<file path="config.mk">
export PLATFORM = sky130hd
export DESIGN_NAME = pipeline_ctrl
export DESIGN_NICKNAME = d
export VERILOG_FILES = /design/src/rtl/pipeline_ctrl_pkg.sv /design/src/rtl/pipeline_ctrl_fwd_unit.sv /design/src/rtl/pipeline_ctrl.sv
export SDC_FILE = /design/constraint.sdc
export NUM_CORES = 1
export LEC_CHECK = 0
export ABC_AREA = 1
export BUFFER_PORTS_ARGS = -buffer_cell sky130_fd_sc_hd__buf_2
export CAP_MARGIN = 20
export CORE_AREA = 10 10 78 67
export CTS_CLUSTER_DIAMETER = 120
export DETAILED_ROUTE_END_ITERATION = 7
export DIE_AREA = 0 0 88 77
export PLACE_DENSITY = 0.77
export SYNTH_ARGS = -nofsm -noshare
export SYNTH_HDL_FRONTEND = slang
export SYNTH_SLANG_ARGS = --single-unit
</file>
<file path="constraint.sdc">
create_clock -name clk -period 1.9 [get_ports clk]
set_input_delay 0.285 -clock clk [delete_from_list [all_inputs] [get_ports clk]]
set_output_delay 0.285 -clock clk [all_outputs]
set_load 0.1 [all_outputs]
</file>
<file path="src/rtl/pipeline_ctrl_pkg.sv">
// rtl/pipeline_ctrl_pkg.sv - shared opcodes, forwarding encodings and sequencer states
package pipeline_ctrl_pkg;

    localparam logic [5:0] OP_LW = 6'h23;
    localparam logic [5:0] OP_SW = 6'h2b;

    localparam logic [1:0] FWD_REG     = 2'b00;
    localparam logic [1:0] FWD_ALU_MEM = 2'b01;
    localparam logic [1:0] FWD_MEM_DIN = 2'b10;
    localparam logic [1:0] FWD_WB      = 2'b11;

    typedef enum logic [2:0] {
        PCTRL_FLUSH    = 3'd0,
        PCTRL_RUN      = 3'd1,
        PCTRL_MEM_WAIT = 3'd2,
        PCTRL_HALT     = 3'd3,
        PCTRL_STEP     = 3'd4
    } pctrl_state_t;

    // MEM result beats WB result; register 0 is hard-wired and never forwarded.
    function automatic logic [1:0] fwd_sel(
        input logic [4:0] src,
        input logic       wen_mem,
        input logic [4:0] addr_mem,
        input logic       mem_is_lw,
        input logic       wen_wb,
        input logic [4:0] addr_wb
    );
        logic [1:0] sel;
        sel = FWD_REG;
        if (src != 5'd0) begin
            if (wen_mem && addr_mem == src)
                sel = mem_is_lw ? FWD_MEM_DIN : FWD_ALU_MEM;
            else if (wen_wb && addr_wb == src)
                sel = FWD_WB;
        end
        return sel;
    endfunction

endpackage

</file>
<file path="src/rtl/pipeline_ctrl_fwd_unit.sv">
// rtl/pipeline_ctrl_fwd_unit.sv - combinational EXE operand and MEM store-data forwarding
module pipeline_ctrl_fwd_unit
    import pipeline_ctrl_pkg::*;
(
    input  logic [4:0] exe_rs,
    input  logic [4:0] exe_rt,
    input  logic [5:0] mem_op,
    input  logic [4:0] mem_rt,
    input  logic [4:0] regw_addr_mem,
    input  logic       wb_wen_mem,
    input  logic [4:0] regw_addr_wb,
    input  logic       wb_wen_wb,
    output logic [1:0] fwd_a,
    output logic [1:0] fwd_b,
    output logic       mem_fwd_m
);

    logic mem_is_lw;

    assign mem_is_lw = (mem_op == OP_LW);

    assign fwd_a = fwd_sel(exe_rs, wb_wen_mem, regw_addr_mem, mem_is_lw, wb_wen_wb, regw_addr_wb);
    assign fwd_b = fwd_sel(exe_rt, wb_wen_mem, regw_addr_mem, mem_is_lw, wb_wen_wb, regw_addr_wb);

    assign mem_fwd_m = (mem_op == OP_SW) && wb_wen_wb && (regw_addr_wb == mem_rt)
                     && (mem_rt != 5'd0);

endmodule

</file>
<file path="src/rtl/pipeline_ctrl.sv">
// rtl/pipeline_ctrl.sv - 5-stage pipeline sequencer: reset flush, memory freeze, branch flush, debug step
module pipeline_ctrl
    import pipeline_ctrl_pkg::*;
#(
    parameter int RST_CYCLES = 5
) (
    input  logic        clk,
    input  logic        rst,
    input  logic        debug_en,
    input  logic        debug_step,
    input  logic [31:0] inst_data_id,
    input  logic [31:0] inst_data_exe,
    input  logic [31:0] inst_data_mem,
    input  logic [4:0]  regw_addr_mem,
    input  logic        wb_wen_mem,
    input  logic        is_branch_mem,
    input  logic        mem_ren,
    input  logic        mem_wen,
    input  logic        mem_ready,
    output logic        if_rst,
    output logic        id_rst,
    output logic        exe_rst,
    output logic        mem_rst,
    output logic        wb_rst,
    output logic        if_en,
    output logic        id_en,
    output logic        exe_en,
    output logic        mem_en,
    output logic        wb_en,
    output logic [1:0]  exe_fwd_a_ctrl,
    output logic [1:0]  exe_fwd_b_ctrl,
    output logic        mem_fwd_m,
    output logic        halted
);

    localparam int CNT_W = (RST_CYCLES > 1) ? $clog2(RST_CYCLES) : 1;

    pctrl_state_t state, state_nxt;
    logic [CNT_W-1:0] cnt;
    logic             step_q;
    logic [4:0]       regw_addr_wb_q;
    logic             wb_wen_wb_q;

    logic       flushing;
    logic       stall;
    logic       adv;
    logic       branch_flush;
    logic       step_edge;
    logic       cnt_last;
    logic [1:0] fwd_a_raw;
    logic [1:0] fwd_b_raw;
    logic       mem_fwd_raw;
    logic       unused_inst_bits;

    assign unused_inst_bits = ^{inst_data_id, inst_data_exe[15:0],
                                inst_data_mem[25:21], inst_data_mem[15:0]};

    assign flushing     = rst || (state == PCTRL_FLUSH);
    assign stall        = (mem_ren || mem_wen) && !mem_ready;
    assign adv          = !rst && (state == PCTRL_RUN || state == PCTRL_STEP) && !stall;
    assign branch_flush = adv && is_branch_mem;
    assign step_edge    = debug_step && !step_q;
    assign cnt_last     = (cnt == CNT_W'(RST_CYCLES - 1));

    always_ff @(posedge clk) begin
        if (rst) begin
            state          <= PCTRL_FLUSH;
            cnt            <= '0;
            step_q         <= 1'b0;
            regw_addr_wb_q <= 5'd0;
            wb_wen_wb_q    <= 1'b0;
        end else begin
            state  <= state_nxt;
            step_q <= debug_step;
            if (state == PCTRL_FLUSH)
                cnt <= cnt + 1'b1;
            if (state == PCTRL_FLUSH) begin
                regw_addr_wb_q <= 5'd0;
                wb_wen_wb_q    <= 1'b0;
            end else if (adv) begin
                regw_addr_wb_q <= regw_addr_mem;
                wb_wen_wb_q    <= wb_wen_mem;
            end
        end
    end

    always_comb begin
        state_nxt = state;
        case (state)
            PCTRL_FLUSH:
                if (cnt_last) state_nxt = debug_en ? PCTRL_HALT : PCTRL_RUN;
            PCTRL_RUN:
                if (stall)         state_nxt = PCTRL_MEM_WAIT;
                else if (debug_en) state_nxt = PCTRL_HALT;
            PCTRL_MEM_WAIT:
                if (mem_ready) state_nxt = debug_en ? PCTRL_HALT : PCTRL_RUN;
            PCTRL_HALT:
                if (step_edge)     state_nxt = PCTRL_STEP;
                else if (!debug_en) state_nxt = PCTRL_RUN;
            PCTRL_STEP:
                state_nxt = stall ? PCTRL_MEM_WAIT : PCTRL_HALT;
            default:
                state_nxt = PCTRL_FLUSH;
        endcase
    end

    pipeline_ctrl_fwd_unit u_fwd (
        .exe_rs        (inst_data_exe[25:21]),
        .exe_rt        (inst_data_exe[20:16]),
        .mem_op        (inst_data_mem[31:26]),
        .mem_rt        (inst_data_mem[20:16]),
        .regw_addr_mem (regw_addr_mem),
        .wb_wen_mem    (wb_wen_mem),
        .regw_addr_wb  (regw_addr_wb_q),
        .wb_wen_wb     (wb_wen_wb_q),
        .fwd_a         (fwd_a_raw),
        .fwd_b         (fwd_b_raw),
        .mem_fwd_m     (mem_fwd_raw)
    );

    // Branch flush kills the two wrong-path slots (IF->ID, ID->EXE) while IF loads the target.
    always_comb begin
        if_rst         = flushing;
        id_rst         = flushing || branch_flush;
        exe_rst        = flushing || branch_flush;
        mem_rst        = flushing;
        wb_rst         = flushing;
        if_en          = adv;
        id_en          = adv;
        exe_en         = adv;
        mem_en         = adv;
        wb_en          = adv;
        exe_fwd_a_ctrl = flushing ? FWD_REG : fwd_a_raw;
        exe_fwd_b_ctrl = flushing ? FWD_REG : fwd_b_raw;
        mem_fwd_m      = flushing ? 1'b0 : mem_fwd_raw;
        halted         = !rst && (state == PCTRL_HALT);
    end

endmodule

</file>
* Yosys cells after proc, flatten, opt, wreduce, memory -nomap -nowiden *
Index checks and enable logic that the tools add are counted.

word-level totals
  bits in registers = 13
  logic and storage cells = 68
  input port bits = 110
  bits in latches = 0
  memory bits (read-only) = 0
  output and inout bits = 16
  memories kept = 0
  bits in writable memories = 0

operators by class
  shifts and indexed selects = 0
  multiply operators = 0
  div/mod/pow operators = 0
  order comparisons = 0
  reduce and logical (&&, ||, !) cells = 27
  add/sub/neg operators = 1
  equality and inequality tests = 16
  muxes and demuxes = 19
  bitwise gates (word level) = 0

operator list
  cell                 number
  $eq 5x5->1           5
  $mux 2               10
  $mux 3               6
  $pmux 3 s5           1
  $reduce_bool 5->1    3
  $logic_and 1x1->1    13
  $eq 6x6->1 const B   2
  $eq 3x2->1 const B   2
  $eq 3x3->1 const B   2
  $ne 3x3->1 const B   2
  $logic_not 1->1      4
  $logic_or 1x1->1     4
  $ne 2x2->1 const B   2
  $reduce_and 4->1     1
  $add 3x1->3 const B  1
  $eq 3x1->1 const B   1
  $logic_not 3->1      1
  $mux 1               2
  $reduce_or 2->1      1

* Logic depth before layout (Yosys ltp) *
  depth in word-level cells = 6
  gate-level depth with buffers = 8
  mapped depth without buffers = 8

* Hierarchy *
From an unflattened synthesis, not the netlist that was laid out.

second synthesis, totals
  cell total of the unflattened synthesis = 241
  area total of the unflattened synthesis = 1,315.0 um^2

by module, submodules not included
  module                  cells each  area each (um^2)  times used  seq. area each (um^2)
  pipeline_ctrl           109         762.0             1           260.2
  pipeline_ctrl_fwd_unit  132         553.0             1           0.0

* Worst setup path after synthesis *
Ideal clock, no wire load.

  kind = register -> output
  start = register state[1]
  end = output port halted
  path buffers = 0
  arrival time = 2.556 ns
  stages on the path, launching flop included = 3
  slack = -0.941 ns
  data required time = 1.615 ns
  cells stage by stage = dfxtp_1 -> inv_2 -> nor3_1

on the way
  word-level cells in the longest chain between the ends = 2

RTL lines
  element                 line                  text
  from (decl)             pipeline_ctrl.sv:38   pctrl_state_t state, state_nxt;
  from (signal assigned)  pipeline_ctrl.sv:73   state <= state_nxt;
  $eq 3x2->1              pipeline_ctrl.sv:136  halted = !rst && (state == PCTRL_HALT);
  $logic_and 1x1->1       pipeline_ctrl.sv:136
  to (decl)               pipeline_ctrl.sv:33   output logic halted

No other way between the ends.

* Final worst setup path *
  start = register state[1]
  end = output port exe_fwd_b_ctrl[0]

on the way
  word-level cells in the longest chain between the ends = 3

RTL lines
  element           line                  text
  $logic_not 3->1   pipeline_ctrl.sv:58   assign flushing = rst || (state == PCTRL_FLUSH);
  $logic_or 1x1->1  pipeline_ctrl.sv:58
  $mux 2            pipeline_ctrl.sv:134  exe_fwd_b_ctrl = flushing ? FWD_REG : fwd_b_raw;
  to (decl)         pipeline_ctrl.sv:31   output logic [1:0] exe_fwd_b_ctrl,

No other way between the ends.

==> flow_summary.json <==
{
  "run_status": "finished clean",
  "io_buffer_count": 50,
  "clk-insertion-delay-late_ns": 0.25,
  "fillCellCount": 346,
  "power.switching_uw": 793,
  "layout.nets": 389,
  "clk_pin_slew_ns": 0.06,
  "numClockSinks": 13,
  "fin_crit_sh_pct": 95.3,
  "tritoncts": "done",
  "drt_iter0_drc": 164,
  "ir_drop_v": 0.000794,
  "seq_area_frac_synth_pct": 21.1,
  "syn-instance-count": 224,
  "start_kind": "flop",
  "setup_viol": 0,
  "powerDensity_mw_per_mm2": 834,
  "tightestPinTransition_ns": 0.487,
  "drc_errors": 0,
  "clkPwrFrac_pct": 16.3,
  "setup.worst_path.class": "flop to output port",
  "boundaryPins": 126,
  "grt_overflow": 0,
  "fin_util_pct": 50.9,
  "core-area_mm2": 0.00368,
  "syn_nets": 336,
  "slew_headroom_pct": 67.7,
  "hold_viol_final": 0,
  "crit_arrival_ns": 1.52,
  "postCtsHoldBufs": 0,
  "synth_area_leaders": "nand2_1 23%, dfxtp_1 21%, nor2_1 12%",
  "rows": 20,
  "hp-class": "input port to flop",
  "cp_max_fo": 6,
  "vias": 1579,
  "hold_slack_ns": 0.288,
  "seq_area_um2": 275,
  "min_from": "debug_step",
  "rr_startpoint": "state[1]",
  "clockRootBuffer": "clkbuf_8",
  "area_delta_synth_final_pct": 51.5,
  "cp-end-kind": "output port",
  "cts.path.max_buffers": 2,
  "syn-cell-area_mm2": 0.00124,
  "yosysTopAreaCellShare_pct": 23.1,
  "synth_warnings": 0,
  "start_util_pct": 33.6,
  "finClkSkew_ns": 0.00147,
  "dieArea_mm2": 0.00678,
  "die_x_um": 88,
  "fmax_ghz": 0.553,
  "min_period_ns": 1.81,
  "cts_buffers": 3,
  "ant_nets": 0,
  "drt-total-wl_mm": 4.14,
  "antenna_cells": 0,
  "grt_max_degree": 10,
  "antenna_found_initial": 0,
  "timing.final.max_slew_violations": 0,
  "synth_top_cell_by_area": "nand2_1",
  "p_int_uw": 770,
  "p_seq_share_pct": 23.5,
  "max_cap_violations": 0,
  "multi_input_area_um2": 880,
  "worst_ep_required_time_ns": 1.62,
  "dpl.hpwl_mm": 3.28,
  "combPwrFrac_pct": 60.2,
  "synth-seq-cells": 13,
  "drive_above_1_share_pct": 34.4,
  "synth_cell_types": 25,
  "grt_setup_unrepaired": "no",
  "grt_pass1_vias": 1548,
  "htreeDepth": 1,
  "grt_usage_pct": 11.7,
  "wl_per_cell_um": 12.9,
  "place_congestion": 0.962,
  "dr.pass1.iters": 4,
  "grt_first_pass_wirelength_mm": 6.66,
  "switching_share_pct": 50.7,
  "syn_avg_cell_area_um2": 5.52,
  "p_leak_nw": 1.01,
  "via_per_inst": 4.93,
  "worstSetupStartpoint": "state[1]",
  "die_y_um": 77
}
layout make-up:
class	count	area share [%]
Inverter	36	7.35
Clock buffer	4	2.40
Multi-Input combinational cell	168	47.0
Sequential cell	13	14.7
Timing Repair Buffer	55	25.7
Tap cell	44	2.94
cell usage after synthesis, drive strengths merged:
| library cell | n |
|---|---|
| nand3 | 12 |
| nand4 | 1 |
| o21bai | 1 |
| xnor2 | 1 |
| buf | 7 |
| o22ai | 2 |
| xor2 | 1 |
| a21oi | 9 |
| nand3b | 1 |
| o211ai | 1 |
| nand2 | 80 |
| a31oi | 3 |
| ha | 2 |
| nor2 | 40 |
| nor3 | 4 |
| o21ai | 10 |
| dfxtp | 13 |
| inv | 36 |
layout by cell type, fill, tap and decap left out, drive strengths merged, types with 2 or more instances in the layout:
cell	count
buf	55
clkbuf	4
inv	36
nand3	12
dfxtp	13
o22ai	2
a21oi	9
a31oi	3
nor3	4
o21ai	10
ha	2
nand2	80
nor2	40
flip-flops by register name, summed over array words and instances (netlist names):
register and flops:
wb_wen_wb_q 1, cnt 3, state 3, step_q 1, regw_addr_wb_q 5
worst max-delay path: stages, from the launching register on:
cell	delay [ns]
dfxtp_4	0.39
inv_2	0.08
nand2_4	0.10
nand2_4	0.10
a31oi_2	0.18
nand2_2	0.10
nor2_2	0.13
buf_12	0.19
power by group through the flow:
stage | Clock [mW] | Sequential [mW] | Combinational [mW]
after global routing | 0.267 | 0.373 | 1.01
after CTS | 0.255 | 0.364 | 0.912
final | 0.255 | 0.367 | 0.941
after floorplan | 0 | 0.359 | 0.697
after global placement | 0 | 0.365 | 0.878
after detailed placement | 0 | 0.370 | 0.895
kinds of logic after synthesis:
family,share of synthesized area [%]
AND/OR/NAND/NOR,47.4
buffers and inverters,15.2
AO/OA/AOI/OAI,13.0
flip-flops,21.1
XOR/XNOR,1.42
adder cells (fa/ha/maj),2.02
per-stage QoR:
step,setup WS [ns],TNS (ns),power (mW),std cells,cell area (um^2)
2_1_floorplan,-0.218,-0.975,1.06,224,1320
3_3_place_gp,0.214,0,1.24,312,1740
3_5_place_dp,0.187,0,1.26,312,1740
4_1_cts,0.0331,0,1.53,318,1820
5_1_grt,0.0175,0,1.65,320,1870
6_report,0.0901,0,1.56,320,1870
final timing paths:
path                       endpoint  slack [ns]  depth (start not counted)
setup / recovery  exe_fwd_b_ctrl[0]        0.09                          7
hold / removal               step_q        0.29                          3
setup reg to reg  regw_addr_wb_q[2]        0.52                          8
hold reg to reg              cnt[1]        0.49                          2
routing by layer:
metal	vias up	part of all wire (%)	GRT usage [%]
met2	72	47	18.7
met3	11	12	3.91
met5	-	0	0
li1	793	-	-
met4	0	2.8	6.69
met1	703	38	13.2
timing repair:
action,4_1_cts,5_1_grt
buffers inserted,2,2
gates resized for setup,0,17
endpoints found under the setup margin,2,12
pin swaps,1,4
(Power assumes the default switching activity.)
